===== src/rtl/regdbg_pkg.sv =====
// Shared types and default sizing for the register-file debug port.
package regdbg_pkg;

  localparam int unsigned NUM_REGS_DEF = 32;
  localparam int unsigned ADDR_W_DEF   = $clog2(NUM_REGS_DEF);
  localparam int unsigned DATA_W_DEF   = 32;

  typedef logic [ADDR_W_DEF-1:0] idx_t;

  typedef enum logic [2:0] {
    StIdle,
    StDumpRd,
    StDumpOut,
    StLoad,
    StDone
  } state_t;

endpackage


===== src/rtl/regfile_debug_port.sv =====
// Debug initiator that walks every register of the RV32I file, either streaming
// the contents out (dump) or writing an incoming word stream into it (load).
module regfile_debug_port
  import regdbg_pkg::*;
#(
  parameter int unsigned NUM_REGS = NUM_REGS_DEF,
  parameter int unsigned ADDR_W   = ADDR_W_DEF,
  parameter int unsigned DATA_W   = DATA_W_DEF
) (
  input  logic              clk,
  input  logic              reset,
  input  logic              start_dump,
  input  logic              start_load,
  output logic              busy,
  output logic              done,
  output logic              cpu_stall,
  output logic [ADDR_W-1:0] rf_rs_addr,
  input  logic [DATA_W-1:0] rf_read_data,
  output logic              rf_we,
  output logic [ADDR_W-1:0] rf_rd_addr,
  output logic [DATA_W-1:0] rf_write_data,
  output logic              dump_valid,
  input  logic              dump_ready,
  output logic [ADDR_W-1:0] dump_index,
  output logic [DATA_W-1:0] dump_data,
  input  logic              load_valid,
  output logic              load_ready,
  input  logic [DATA_W-1:0] load_data
);

  state_t            state_q;
  logic [ADDR_W-1:0] idx_q;
  logic [ADDR_W-1:0] dump_index_q;
  logic [DATA_W-1:0] dump_data_q;
  logic              idx_last;

  assign idx_last = (idx_q == ADDR_W'(NUM_REGS - 1));

  always_ff @(posedge clk) begin
    if (!reset) begin
      state_q      <= StIdle;
      idx_q        <= '0;
      dump_index_q <= '0;
      dump_data_q  <= '0;
    end else begin
      unique case (state_q)
        StIdle: begin
          // Dump has priority when both requests arrive together.
          if (start_dump) begin
            state_q <= StDumpRd;
            idx_q   <= '0;
          end else if (start_load) begin
            state_q <= StLoad;
            idx_q   <= '0;
          end
        end
        StDumpRd: begin
          dump_data_q  <= rf_read_data;
          dump_index_q <= idx_q;
          state_q      <= StDumpOut;
        end
        StDumpOut: begin
          if (dump_ready) begin
            if (idx_last) begin
              state_q <= StDone;
            end else begin
              idx_q   <= idx_q + ADDR_W'(1);
              state_q <= StDumpRd;
            end
          end
        end
        StLoad: begin
          if (load_valid) begin
            if (idx_last) begin
              state_q <= StDone;
            end else begin
              idx_q <= idx_q + ADDR_W'(1);
            end
          end
        end
        StDone:  state_q <= StIdle;
        default: state_q <= StIdle;
      endcase
    end
  end

  always_comb begin
    busy          = (state_q == StDumpRd) || (state_q == StDumpOut) || (state_q == StLoad);
    done          = (state_q == StDone);
    cpu_stall     = busy;
    dump_valid    = (state_q == StDumpOut);
    load_ready    = (state_q == StLoad);
    rf_rs_addr    = idx_q;
    rf_rd_addr    = idx_q;
    rf_write_data = load_data;
    // x0 is hardwired: its load word is consumed but never written.
    rf_we         = (state_q == StLoad) && load_valid && (idx_q != '0);
    dump_index    = dump_index_q;
    dump_data     = dump_data_q;
  end

endmodule


===== config.mk =====
export PLATFORM = sky130hd
export DESIGN_NAME = regfile_debug_port
export DESIGN_NICKNAME = d
export VERILOG_FILES = /design/src/rtl/regdbg_pkg.sv /design/src/rtl/regfile_debug_port.sv
export SDC_FILE = /design/constraint.sdc
export NUM_CORES = 1
export LEC_CHECK = 0
export ABC_AREA = 1
export CORE_MARGIN = 2
export CORE_UTILIZATION = 37
export CTS_CLUSTER_DIAMETER = 40
export DETAILED_ROUTE_END_ITERATION = 10
export GPL_ROUTABILITY_DRIVEN = 1
export PLACE_DENSITY = 0.87
export RECOVER_POWER = 100
export SYNTH_ARGS = -nofsm -noshare
export SYNTH_HDL_FRONTEND = slang
export SYNTH_SLANG_ARGS = --single-unit

===== constraint.sdc =====
create_clock -name clk -period 3.5 [get_ports clk]
set_clock_uncertainty 0.2 [all_clocks]
set_input_delay 0.7 -clock clk [delete_from_list [all_inputs] [get_ports clk]]
set_output_delay 0.7 -clock clk [all_outputs]
set_load 0.05 [all_outputs]

# Word-level counts from Yosys, hierarchy flattened
# Index checks and enable logic that the tools add are counted.
[word_totals]
word_cells = 36
in_bits = 70
output_inout_bits = 85
regBits = 45
[classes]
n_eq_ne = 9
mux = 13
n_addsub = 1
n_reduce_logical = 9
[ops]
columns = ["cell", "n"]
rows = [
  ["2-to-1 mux 5 bit", 5],
  ["2-to-1 mux 3 bit", 6],
  ["one-hot mux 5 bit (3 select lines)", 1],
  ["one-hot mux 3 bit (4 select lines)", 1],
  ["AND reduction 4 bit", 2],
  ["equality test 3 x 2 -> 1 bit, second input constant", 2],
  ["adder 5 x 1 -> 5 bit, second input constant", 1],
  ["equality test 5 bit, second input constant", 1],
  ["nonzero test 5 bit", 1],
  ["inequality test 2 x 1 -> 1 bit, second input constant", 2],
  ["equality test 3 x 1 -> 1 bit, second input constant", 1],
  ["equality test 3 bit, second input constant", 1],
  ["logical NOT 3 bit", 1],
  ["inequality test 3 bit, second input constant", 1],
  ["nonzero test 3 bit", 1],
  ["logical AND 1 bit", 2],
  ["logical OR 1 bit", 2],
  ["inequality test 2 bit, second input constant", 1],
]

# Depth between registers and ports, before layout
# Gate-level depths: netlist of the first run.
[depth]
ltp_word = 4
ltp_mapped = 11
ltp_nobuf = 11

# Worst setup path before layout of the first run
# Ideal clock, no wire load.
[synth_path]
path_kind = "register to output"
startpoint = "register idx_q[0], in the netlist rf_rd_addr[0]"
endpoint = "output port rf_we"
setup_slack_ps = 658
n_path_buf = 0
t_required_ps = 2600
t_arrival_ps = 1942
stages_incl_launch_ff = 4
path_cell_list = "dfxtp_1 -> inv_1 -> ha_1 -> a31oi_1"
[synth_between]
elab_chain_cells = 2
[synth_lines]
columns = ["item", "line", "source"]
rows = [
  ["start, declared", "regfile_debug_port.sv:32", "logic [ADDR_W-1:0] idx_q;"],
  ["start signal, assigned", "regfile_debug_port.sv:67", "idx_q <= idx_q + ADDR_W'(1);"],
  ["start signal, assigned", "regfile_debug_port.sv:77", "idx_q <= idx_q + ADDR_W'(1);"],
  ["nonzero test 5 bit", "regfile_debug_port.sv:97", "rf_we = (state_q == StLoad) && load_valid && (idx_q != '0);"],
  ["logical AND 1 bit", "regfile_debug_port.sv:97", ""],
  ["end, declared", "regfile_debug_port.sv:19", "output logic rf_we,"],
]
# No other way between the ends.

# Worst setup path in the final report of the first run
[layout_path]
startpoint = "register state_q[1]"
endpoint = "output port dump_valid"
[layout_between]
elab_chain_cells = 1
[layout_lines]
columns = ["item", "line", "source"]
rows = [
  ["start, declared", "regfile_debug_port.sv:31", "state_t state_q;"],
  ["start signal, assigned", "regfile_debug_port.sv:41", "state_q <= StIdle;"],
  ["start signal, assigned", "regfile_debug_port.sv:50", "state_q <= StDumpRd;"],
  ["start signal, assigned", "regfile_debug_port.sv:53", "state_q <= StLoad;"],
  ["equality test 3 x 2 -> 1 bit", "regfile_debug_port.sv:91", "dump_valid = (state_q == StDumpOut);"],
  ["end, declared", "regfile_debug_port.sv:22", "output logic dump_valid,"],
]
# No other way between the ends.

==> results of run 1 <==
## cell type report
| cell class | count | area [um2] | area share, % |
|---|---|---|---|
| timing repair buffer | 93 | 913 | 32.4 |
| sequential | 45 | 901 | 32.0 |
| multi-input combinational | 167 | 762 | 27.1 |
| tap | 72 | 90.1 | 3.20 |
| clock buffer | 6 | 82.6 | 2.93 |
| inverter | 14 | 52.6 | 1.87 |
| clock inverter | 2 | 13.8 | 0.489 |
## final timing paths
kind | start | end | slack [ps] | depth (start not counted)
setup / recovery | state_q[1] | dump_valid | 520 | 5
hold / removal | rf_rd_addr[3] | rf_rd_addr[3] | 300 | 2
setup reg to reg | state_q[0] | dump_data[19] | 1170 | 5
hold reg to reg | rf_rd_addr[3] | rf_rd_addr[3] | 300 | 2
## kinds of logic (layout without fill, tap and decap cells)
family	after synthesis	in the layout	share of synthesized area (%)
AO/OA/AOI/OAI	52	52	12.7
adder cells (fa/ha/maj)	3	3	1.82
buffers and inverters	63	115	18.5
flip-flops	45	45	43.6
AND/OR/NAND/NOR	112	112	23.4
## per-layer routing
metal,routed length (um),vias up,share of wire (%)
met5,0,-,0
met4,54,0,1.1
met3,372,12,7.8
met2,2320,79,48
met1,2050,835,43
li1,-,933,-
## sequential cells by signal (all words and copies together), names as in the netlist
name        flops
dump_data      32
dump_index      5
rf_rd_addr      5
state_q         3
## metrics by stage
stage	std cells	power [mW]
final	399	2.66
after global routing	399	2.83
after CTS	399	2.79
after detailed placement	391	2.44
after global placement	391	2.42
after floorplan	275	2.04
## power breakdown
group | leakage, nW | total [mW] | switching (mW) | internal [mW]
logic | 0.864 | 1.55 | 1.12 | 0.430
clock network | 0.0512 | 0.334 | 0.174 | 0.160
registers | 0.370 | 0.781 | 0.0940 | 0.687
total | 1.29 | 2.66 | 1.38 | 1.28
## worst max-delay path, delay by kind of cell, from the launching register on
family        cells  cell delay, ps
simple gates      2             280
buf+inv           3            1070
flops             1             450
## cells in the final DEF (no fill, tap or decap), drive strengths merged
cell,n
inv,14
a31oi,1
nor2,84
nor3,1
nor4,1
clkinv,2
o21ai,39
buf,2
nand2,19
clkbuf,8
dlygate4sd3,53
a21oi,12
nand4,1
nand3,5
nor3b,1
ha,3
dfxtp,45
clkdlybuf4s50,36
==> metrics.txt, run 1 <==
GRT busiest layer met2; area leader, netlist dfxtp_1; Clk Latency, worst-skew pair 290 ps; vias per cell 4.66; mapped cell area 2070 um2; Final setup viols 0; Hold Buf Count CTS 0; number of fill cells 516; root buffer cell clkbuf_8; Rows 27; # resized after CTS 0; async set-reset flop share out of synthesis 0%; finished layout cell area 2820 um2; Yosys Warn Count 0; post-layout min period 2980 ps; ratio of cells with drive above 1 in the final layout 5.20%; commonest cells in the netlist nor2_1, dfxtp_1, buf_4, o21ai_0, nand2_1; CTS sink count 45; Syn Inst Count 275; GR Util All Layers 15.8%; CP Class register to output port; RSZ-0062 raised after global routing false; routed vias 1859; run status finished, final reports clean; Final period util 85.3%; EDFF count, synth 0; postcts setup bufs 0; starting density of the core 38.0%; TritonCTS clock tree built; Pins Over Slew Limit 0; Detail Route Antenna Nets 0; vias in the first global route 1760; CP max FO 5; DRT Wirelength 4800 um; CTS buffer count 5; placed cell area 2750 um2; router iterations before antenna repair 4; number of diodes 0; H-tree levels 2; Pwr Density 945 nW/um2; total of max-cap violations 0; first-pass GRT wire length 7980 um; drt drc 0; initial DRC count 65; final hold slack 300 ps; Setup crit start kind register; DP Wirelength 3480 um; met2 global-route usage 25.8%; Die Ht 78.7 um; area grow syn2layout 36.3%; Seq/Total Area, Yosys 43.6%; DP Worst Slack 897 ps; mean post-synth cell area 7.51 um2; CP Capture Type output port; die area 6200 um2; syn nets 348; WL/cell 12.0 um; utilization after layout 51.8%; Hold Fails Final Rpt 0; ranking of synthesized cells by area dfxtp_1, nor2_1, buf_4, o21ai_0, nand2_1; setup ws final 516 ps; nets 399; # port buffers 90; largest net degree at the start of global routing 35; Max transition margin 31.2%; global route overflow 0; worst-path cell chain inv_2, nor2_2, inv_1, nor2_1, dlygate4sd3_1; GPL Wtd Cong 0.923; Worst-path clk slew 70 ps; Setup TNS Final 0 ps; Max VDD drop 0.409 mV; most common flop cell mapped by yosys dfxtp_1; die span in x 78.7 um; Core Footprint 5440 um2; GRT met3 Usage 4.66%; Leakage 1.29 nW; Crit-path slowest cell dlygate4sd3_1; CP arrival 2080 ps; Netlist cell types 23; top-area cell type share of the netlist area 43.6%; Worst Tran Pin Value 1030 ps; initial antenna violation count 0; maximum buffer depth of the clock tree 2; FF+latch count, synth 45; I/O pin count 155; HP Class register to register; met1 track utilization from global routing 19.6%; critical path required time 2600 ps; fmax 335 MHz; Largest stage delay, worst path 880 ps; count leader, synth nor2_1
No activity file was read; power rests on OpenSTA's default activity.
==> inputs of run 2 (changes only) <==
--- a/config.mk
+++ b/config.mk
@@ -6,12 +6,14 @@
 export NUM_CORES = 1
 export LEC_CHECK = 0
 export ABC_AREA = 1
+export CELL_PAD_IN_SITES_DETAIL_PLACEMENT = 2
+export CELL_PAD_IN_SITES_GLOBAL_PLACEMENT = 2
 export CORE_MARGIN = 2
-export CORE_UTILIZATION = 37
+export CORE_UTILIZATION = 18
 export CTS_CLUSTER_DIAMETER = 40
 export DETAILED_ROUTE_END_ITERATION = 10
 export GPL_ROUTABILITY_DRIVEN = 1
-export PLACE_DENSITY = 0.87
+export PLACE_DENSITY_LB_ADDON = 0.2
 export RECOVER_POWER = 100
 export SYNTH_ARGS = -nofsm -noshare
 export SYNTH_HDL_FRONTEND = slang
==> metrics.txt, run 2 (synthesis results as in run 1) <==
run status finished, final reports clean; vias in the first global route 2106; HP Class register to register; starting density of the core 18.2%; worst-path cell chain inv_2, nor2_2, inv_1, nor2_1, dlygate4sd3_1; Max VDD drop 0.347 mV; DRT Wirelength 6750 um; CTS sink count 45; root buffer cell clkbuf_16; CP max FO 5; # resized after CTS 0; Clk pwr share 17.6%; RSZ-0062 raised after global routing false; postcts setup bufs 0; CTS buffer count 5; die span in x 111 um; Leakage 1.32 nW; Detail Route Antenna Nets 0; Largest stage delay, worst path 880 ps; TritonCTS clock tree built; Worst path depth 5; Clk Latency, worst-skew pair 280 ps; global route overflow 0; Final setup viols 0; Hold Crit Depth 2; routed vias 1918; Worst Tran Pin Value 1180 ps; total of max-cap violations 0; CP Capture Type output port; Flop pwr share 27.3%; Setup TNS Final 0 ps; area grow syn2layout 43.6%; ratio of cells with drive above 1 in the final layout 6.12%; Pwr Density 970 nW/um2; die area 12300 um2; DP Worst Slack 862 ps; fin cells 471; router iterations before antenna repair 4; Core Footprint 11300 um2; Pins Over Slew Limit 0; placed cell count 462; commonest cells after routing, fill and taps aside nor2_1, dlygate4sd3_1, dfxtp_1, o21ai_0, clkdlybuf4s50_1; Final period util 84.3%; Net Sw Frac 51.3%; Setup crit start kind register; GR Util All Layers 11.1%; I/O pin count 155; logic gate share of total power 55.0%; Net Sw Power 1.48 mW; first-pass GRT wire length 11100 um; Hold Fails Final Rpt 0; Hold Buf Count CTS 0; H-tree levels 2; nets 399; Rows 39; CP Class register to output port; DP Wirelength 4840 um; largest net degree at the start of global routing 35; WL/cell 14.3 um; vias per cell 4.07; Buf/Inv on CP 3; critical path required time 2600 ps; fmax 339 MHz; CP top delay family buffers and inverters; Die Ht 111 um; CP arrival 2050 ps; Reg2Reg Depth 5; Crit-path slowest cell dlygate4sd3_1; internal power 1.40 mW; max FFs per register 32; Worst-path clk slew 70 ps; Max transition margin 20.9%; GPL Wtd Cong 0.732; commonest non-fill, non-tap cell in the layout nor2_1; post-layout min period 2950 ps; initial antenna violation count 1; maximum buffer depth of the clock tree 2; # port buffers 90; setup ws final 551 ps; initial DRC count 78; drt drc 0
==> run 2: cell types whose count changed in the layout (fill, tap and decap cells not counted), sizes merged <==
| cell | delta |
|---|---|
| inv | +1 |
| clkinv | -1 |
| diode | +1 |
==> run 2: cell type report <==
cell class	instances	area, um2
repair buffers	93	915
clock buffers	6	139
flip-flops and latches	45	901
diodes	1	2.50
well taps	143	179
clock inverters	2	17.5
multi-input cells	167	761
fillers	1336	8350
inverters	14	52.6
==> run 2: worst paths after layout <==
path	slack, ps	startpoint	endpoint
setup / recovery	550	state_q[1]	dump_valid
setup reg to reg	860	state_q[0]	dump_data[3]
hold reg to reg	290	rf_rd_addr[3]	rf_rd_addr[3]
hold / removal	290	rf_rd_addr[3]	rf_rd_addr[3]
==> run 2: worst reg2reg max path: cells and delay by family, from the launching register on <==
family	cells	cell delay [ps]
and+or+nand+nor	3	1210
buffers and inverters	2	720
DFF	1	410
==> run 2: power by group through the flow <==
| stage | combinational (mW) | clock, mW | sequential, mW |
|---|---|---|---|
| 4_1_cts | 1.71 | 0.533 | 0.802 |
| 3_5_place_dp | 1.71 | 0 | 0.807 |
| 3_3_place_gp | 1.69 | 0 | 0.800 |
| 5_1_grt | 1.72 | 0.552 | 0.816 |
| 2_1_floorplan | 0.681 | 0 | 1.35 |
| 6_report | 1.58 | 0.507 | 0.787 |
==> run 2: through the flow <==
step	hold WS [ps]	total power, mW	utilization, %	area, um2
final	295	2.88	26.2	2970
after global routing	334	3.09	26.2	2960
after CTS	307	3.05	26.4	2990
after detailed placement	298	2.52	25.0	2840
after global placement	287	2.49	25.0	2840
after floorplan	326	2.04	-	2070
==> run 2: metal layers <==
layer  GRT usage, %  share of wire (%)  wire length (um)  vias up
met5              0                  0                 0        -
met4           2.47               0.68                46        0
met3           5.52                 11               719        6
met2           18.4                 46              3100       68
met1           12.9                 43              2890      907
li1               -                  -                 -      937
==> inputs of run 3 (changes only) <==
--- a/config.mk
+++ b/config.mk
@@ -9,7 +9,7 @@
 export CELL_PAD_IN_SITES_DETAIL_PLACEMENT = 2
 export CELL_PAD_IN_SITES_GLOBAL_PLACEMENT = 2
 export CORE_MARGIN = 2
-export CORE_UTILIZATION = 18
+export CORE_UTILIZATION = 15
 export CTS_CLUSTER_DIAMETER = 40
 export DETAILED_ROUTE_END_ITERATION = 10
 export GPL_ROUTABILITY_DRIVEN = 1
==> constraint.sdc (replaced) <==
create_clock -name clk -period 2.4 [get_ports clk]
set_clock_uncertainty 0.2 [all_clocks]
set_input_delay 0.48 -clock clk [delete_from_list [all_inputs] [get_ports clk]]
set_output_delay 0.48 -clock clk [all_outputs]
set_load 0.05 [all_outputs]
==> metrics.txt, run 3 (synthesis results as in run 1) <==
metal2 WL 3300 um; Hold Crit Start rf_rd_addr[3]; Setup crit start kind register; Final period util 95.0%; ratio of cells with drive above 1 in the final layout 8.48%; first-pass GRT wire length 11100 um; # port buffers 90; Net Sw Power 2.18 mW; vias in the first global route 2069; worst-path cell chain dlygate4sd3_1; Hold Fails Final Rpt 0; met3 WL 638 um; routed vias 1924; Worst R2R End dump_index[1]; starting density of the core 15.5%; Flop pwr share 27.2%; RSZ-0062 raised after global routing false; max FFs per register 32; I/O pin count 155; Clk pwr share 16.4%; Final setup viols 0; Buf/Inv on CP 1; drt drc 0; CP Class register to output port; GR Util All Layers 9.89%; global route overflow 0; vias per cell 3.80; Crit-path slowest cell dlygate4sd3_1; TritonCTS clock tree built; CTS sink count 45; number of diodes 0; Setup TNS Final 0 ps; root buffer cell clkbuf_16; Worst-path clk slew 60 ps; commonest non-fill, non-tap cell in the layout nor2_1; internal power 2.04 mW; CTS buffer count 5; nets 402; DP Wirelength 5020 um; logic gate share of total power 56.4%; Reg-to-Reg Start state_q[0]; WL/cell 14.0 um; critical path required time 1720 ps; DRT Wirelength 7100 um; commonest cells after routing, fill and taps aside nor2_1, dfxtp_1, dlygate4sd3_1, o21ai_0, clkdlybuf4s50_1; maximum buffer depth of the clock tree 2; Power Total 4.21 mW; WL met1 3060 um; Pwr Density 1390 nW/um2; total of max-cap violations 0; Pins Over Slew Limit 0; Detail Route Antenna Nets 0; Net Sw Frac 51.7%; run status finished, final reports clean; postcts setup bufs 0; fmax 439 MHz; Die Ht 121 um; Max VDD drop 0.247 mV; router iterations before antenna repair 2; CP max FO 5; Rows 42; hold endpoint rf_rd_addr[3]; CP arrival 1600 ps; Reg2Reg Depth 5; Max transition margin 45.3%; Highest Signal Layer met4; initial antenna violation count 0; Clk Latency, worst-skew pair 290 ps; post-layout min period 2280 ps; CP top delay family buffers and inverters; Hold Crit Depth 2; Hold Buf Count CTS 0; FF-to-FF setup slack 420 ps; initial DRC count 35; die area 14700 um2; GPL Wtd Cong 0.694; Core Footprint 13300 um2; # resized after CTS 0; H-tree levels 2; Worst Tran Pin Value 820 ps; die span in x 121 um; largest net degree at the start of global routing 42; HP Class register to register; CP Capture Type output port; Largest stage delay, worst path 910 ps; Leakage 1.32 nW; area grow syn2layout 46.6%
[run 3: cell types whose count changed in the layout (fill, tap and decap cells not counted), moves of 2 or more]
cell / delta
buf_12: +3
clkbuf_2: +4
clkbuf_1: +3
buf_4: +2
dlygate4sd3_1: -9
clkinv_2: +2
[run 3: metrics by stage]
| stage | instances | util [%] | instance area (um2) | worst slack [ps] | hold slack (ps) |
|---|---|---|---|---|---|
| after global placement | 498 | 21.9 | 2920 | 264 | 292 |
| after detailed placement | 498 | 21.9 | 2920 | 253 | 303 |
| after CTS | 506 | 22.9 | 3060 | 127 | 317 |
| after global routing | 506 | 22.7 | 3030 | 53.2 | 349 |
| after floorplan | 275 | - | 2070 | 29.1 | 326 |
| final | 506 | 22.7 | 3030 | 121 | 301 |
[run 3: layout make-up]
class,instances,area [um2]
clock buffer,6,129
tap,176,220
clock inverter,2,10.0
fill,1596,10300
inverter,14,52.6
sequential,45,901
multi-input combinational,167,779
timing repair buffer,96,937
[run 3: power by group through the flow]
stage | Combinational, mW | Sequential, mW | Clock, mW
after floorplan | 0.998 | 1.98 | 0
after global placement | 2.52 | 1.17 | 0
after detailed placement | 2.55 | 1.18 | 0
after CTS | 2.56 | 1.17 | 0.736
after global routing | 2.57 | 1.18 | 0.771
final | 2.38 | 1.15 | 0.689
[run 3: worst max-delay path by stage]
stage                     to  slack (ps)  cells past startpoint          start
4_1_cts           dump_valid         130                      5     state_q[1]
5_1_grt        rf_rs_addr[1]          50                      1  rf_rd_addr[1]
3_3_place_gp           rf_we         260                      4     load_valid
3_5_place_dp           rf_we         250                      4     load_valid
6_report       rf_rs_addr[1]         120                      1  rf_rd_addr[1]
2_1_floorplan          rf_we          30                      4     state_q[1]
[run 3: layer usage]
metal  track usage, %  up-vias
li1                 -      941
met1             11.7      909
met2             15.7       62
met3             4.79       12
met4             3.23        0
met5                0        -
==> patch 1, RTL diff (settings of run 3) <==
The 5 states of `state_t` get a Gray code encoding in 3 bits.
--- a/src/rtl/regdbg_pkg.sv
+++ b/src/rtl/regdbg_pkg.sv
@@ -8,11 +8,11 @@
   typedef logic [ADDR_W_DEF-1:0] idx_t;
 
   typedef enum logic [2:0] {
-    StIdle,
-    StDumpRd,
-    StDumpOut,
-    StLoad,
-    StDone
+    StIdle    = 3'b000,
+    StDumpRd  = 3'b001,
+    StDumpOut = 3'b011,
+    StLoad    = 3'b010,
+    StDone    = 3'b110
   } state_t;
 
 endpackage
Behaviour: same outputs for any inputs over 10 cycles, from zero or initial values and one cycle with reset low; not proved beyond that.
==> patch 1 against run 3 <==
  * Count of clock-buffer cells in the layout up 1
  * Setup slack worse by 0.019 ns
  * Core utilization down 0.40 points
  * Synthesized area up 4.7%
  * Largest power group unchanged
  * Final cell count up 3.0%
  * Final area up 2.9%
  * Sequential power down 10%
  * Sequential cell count unchanged
  * Non-clock buffer count down 3
  * Largest cell class is now registers
  * Register-to-register slack worse by 0.12 ns
  * Synthesized cell count up 5.1%
  * Power down 15%
  * Highest routed layer unchanged
  * Routed wire length up 1.8%
==> patch 1: results (changes against run 3) <==
Run status
  – Status: completed

Power and ir drop
  – Sw Ratio: 0.459 (-0.0582)
  – P_leak: 1.31 nW (-0.91%)

Layout
  – FF+latch area: 902 um2 (+0.14%)
  – Footprint of the multi-input gates: 876 um2 (+12%)
  – Bufs w/o clock: 93 (-3.1%)
  – Final-layout clock buffer total: 7 (+1)

STA
  – Hold Worst Slack: 0.279 ns (-0.0221 ns)

Synthesis
  – Post-synthesis adder-cell area fraction: 0.0174 (-0.000820)
  – Top post-synthesis cells by count: nor2_1 (78), dfxtp_1 (45), buf_4 (39)
  – Post-synth cell types: 22 (-4.3%)
  – Syn Nets: 362 (+4.0%)

Critical path
  – Crit Reg-Reg Startpoint: rf_rd_addr[1]$_SDFFE_PN0P_
  – Reg2reg path depth: 12 (+7)
  – Arr. time, crit path: 1.62 ns (+0.02 ns)
  – Critical Path Fanout Max: 7 (+2)
  – Worst r2r dst: rf_rd_addr[4]$_SDFFE_PN0P_
  – Reg2reg setup slack: 0.30 ns (-0.12 ns)

Place
  – Routability congestion estimate: 0.671 (-3.3%)
  – DP HPWL: 5.11 mm (+1.8%)

Route
  – Vias per cell: 3.82 (+0.55%)
  – TritonRoute pass-1 iters: 4 (+2)
  – DRT iter0 DRCs: 51 (+46%)
  – Routed WL: 7.23 mm (+1.8%)

Global route
  – Largest net degree at the start of global routing: 44 (+4.8%)

Worst hold path
  – Hold path endpoint: dump_data[31]$_SDFFE_PN0P_
==> patch 1: power groups by stage <==
| stage | Clock, mW | Combinational, mW | Sequential, mW |
|---|---|---|---|
| 3_5_place_dp | 0 | 1.88 | 1.06 |
| 5_1_grt | 0.902 | 1.86 | 1.06 |
| 3_3_place_gp | 0 | 1.86 | 1.05 |
| 2_1_floorplan | 0 | 0.930 | 1.52 |
| 6_report | 0.820 | 1.71 | 1.03 |
| 4_1_cts | 0.866 | 1.88 | 1.05 |
==> patch 1: metal layers <==
metal	routed length (um)	GRT usage	up-vias
li1	-	-	979
met1	3120	0.112	949
met2	3620	0.164	55
met3	418	0.0247	9
met4	79	0.0337	0
met5	0	0	-
==> patch 1: metrics by stage <==
step / util / std cells / instance area, um2
floorplan: - / 289 / 2180
global placement: 0.216 / 513 / 3020
detailed placement: 0.216 / 513 / 3020
CTS: 0.228 / 521 / 3190
global route: 0.223 / 521 / 3120
finish: 0.223 / 521 / 3120
==> patch 2, RTL diff (flow settings as in run 3) <==
Without the edit above. Set the package constant `DATA_W_DEF` to 16 (it was 32).
--- a/src/rtl/regdbg_pkg.sv
+++ b/src/rtl/regdbg_pkg.sv
@@ -3,7 +3,7 @@
 
   localparam int unsigned NUM_REGS_DEF = 32;
   localparam int unsigned ADDR_W_DEF   = $clog2(NUM_REGS_DEF);
-  localparam int unsigned DATA_W_DEF   = 32;
+  localparam int unsigned DATA_W_DEF   = 16;
 
   typedef logic [ADDR_W_DEF-1:0] idx_t;
 
Ports: changed (resized dump_data, load_data, rf_read_data and rf_write_data); port bits go from 155 to 91. No check against the original RTL was run, so the function may have changed too.
==> patch 2 against run 3 <==
  * Maximum frequency increased by 0.26%
  * Power fell by 37%
  * Final area fell by 32%
  * Routed wire length decreased by 36%
  * Setup slack better by 0.0059 ns
  * Synthesized area decreased by 31%
  * Largest power group unchanged
  * Largest cell class unchanged
  * Critical endpoint is now rf_rd_addr[3]
  * Sequential cell count decreased by 16
  * Register-to-register slack got worse by 0.07 ns
  * Combinational power is 38% lower
  * Final cell count is 31% lower
==> patch 2: results (changes against run 3) <==
Power and ir drop
  – Net load switching power: 1.37 mW (-37%)
  – Final Total Pwr: 2.66 mW (-37%)
  – Sequential power share: 0.270 (-0.002)
  – P_leak: 0.914 nW (-31%)

Place
  – Port Buf Inserts: 58 (-36%)
  – Placed cell count: 339 (-32%)
  – DP HPWL: 3.34 mm (-33%)
  – Routability congestion estimate: 0.682 (-1.7%)
  – DP Worst Slack: 0.230 ns (-0.0228 ns)

Synthesis
  – Post-synthesis sequential area ratio: 0.410 (-0.0262)
  – Syn Nets: 232 (-33%)
  – Synth area leaders: dfxtp_1 (41%), nor2_1 (12%), buf_4 (12%)

Critical path
  – Crit Reg-Reg Startpoint: rf_rd_addr[1]$_SDFFE_PN0P_
  – Worst r2r dst: rf_rd_addr[0]$_SDFFE_PN0P_
  – Crit path from: rf_rd_addr[3]$_SDFFE_PN0P_
  – Reg2reg path depth: 10 (+5)
  – Reg2reg setup slack: 0.35 ns (-0.07 ns)

Global route
  – Largest net degree at the start of global routing: 19 (-55%)
  – GRT Resource Usage Total: 0.0917 (-0.00717)
  – Vias in the first global route: 1424 (-31%)
  – First-pass GRT wire length: 7.16 mm (-35%)

Route
  – DRT iter0 DRCs: 16 (-54%)
  – Routed WL: 4.51 mm (-36%)
  – M1 WL: 2.05 mm (-33%)
  – Routed wl met3: 359 um (-44%)
  – Detail Route met2 WL: 2.03 mm (-39%)

Layout
  – FILL cells: 1100 (-31%)
  – Area delta synth->final: 45.9%
  – Max reg flops: 16 (-50%)

Run status
  – Status: completed

STA
  – Final period util: 0.947 (-0.00244)

CTS
  – # resized after CTS: 1 (+1)
  – Clk root buf: clkbuf_8
[patch 2: cell families (layout without fill, tap and decap cells)]
| family | count (synthesis) | in the layout | share of synthesized area |
|---|---|---|---|
| AND/OR/NAND/NOR | 80 | 80 | 0.262 |
| flip-flops | 29 | 29 | 0.410 |
| buffers and inverters | 44 | 89 | 0.178 |
| adder cells (fa/ha/maj) | 3 | 3 | 0.0265 |
| AO/OA/AOI/OAI | 35 | 35 | 0.124 |
[patch 2: worst min path at each step]
stage / slack [ns] / startpoint / endpoint / cells past startpoint
after floorplan: 0.36 / state_q[0]$_SDFFE_PN0P_ / state_q[0]$_SDFFE_PN0P_ / 3
after global placement: 0.28 / dump_data[4]$_SDFFE_PN0N_ / dump_data[4]$_SDFFE_PN0N_ / 2
after detailed placement: 0.29 / dump_data[9]$_SDFFE_PN0N_ / dump_data[9]$_SDFFE_PN0N_ / 2
after CTS: 0.31 / dump_data[4]$_SDFFE_PN0N_ / dump_data[4]$_SDFFE_PN0N_ / 2
after global routing: 0.34 / dump_data[12]$_SDFFE_PN0N_ / dump_data[12]$_SDFFE_PN0N_ / 2
final: 0.30 / dump_data[6]$_SDFFE_PN0N_ / dump_data[6]$_SDFFE_PN0N_ / 2
[patch 2: area by class of cell]
cell class | instances | share of cell area
clock buffers | 7 | 0.0466
clock inverters | 1 | 0.00242
inverters | 17 | 0.0309
multi-input cells | 118 | 0.279
flip-flops and latches | 29 | 0.281
well taps | 111 | 0.0672
repair buffers | 64 | 0.292
[patch 2: worst min-delay path, delay by kind of cell (launching register included)]
kind	cells	cell delay (ns)
compound gates	1	0.07
simple gates	1	0.07
flops	1	0.33
[patch 2: layer usage]
layer	global-route usage	up-vias
li1	-	673
met1	0.107	619
met2	0.148	50
met3	0.0393	7
met4	0.0385	0
met5	0	-
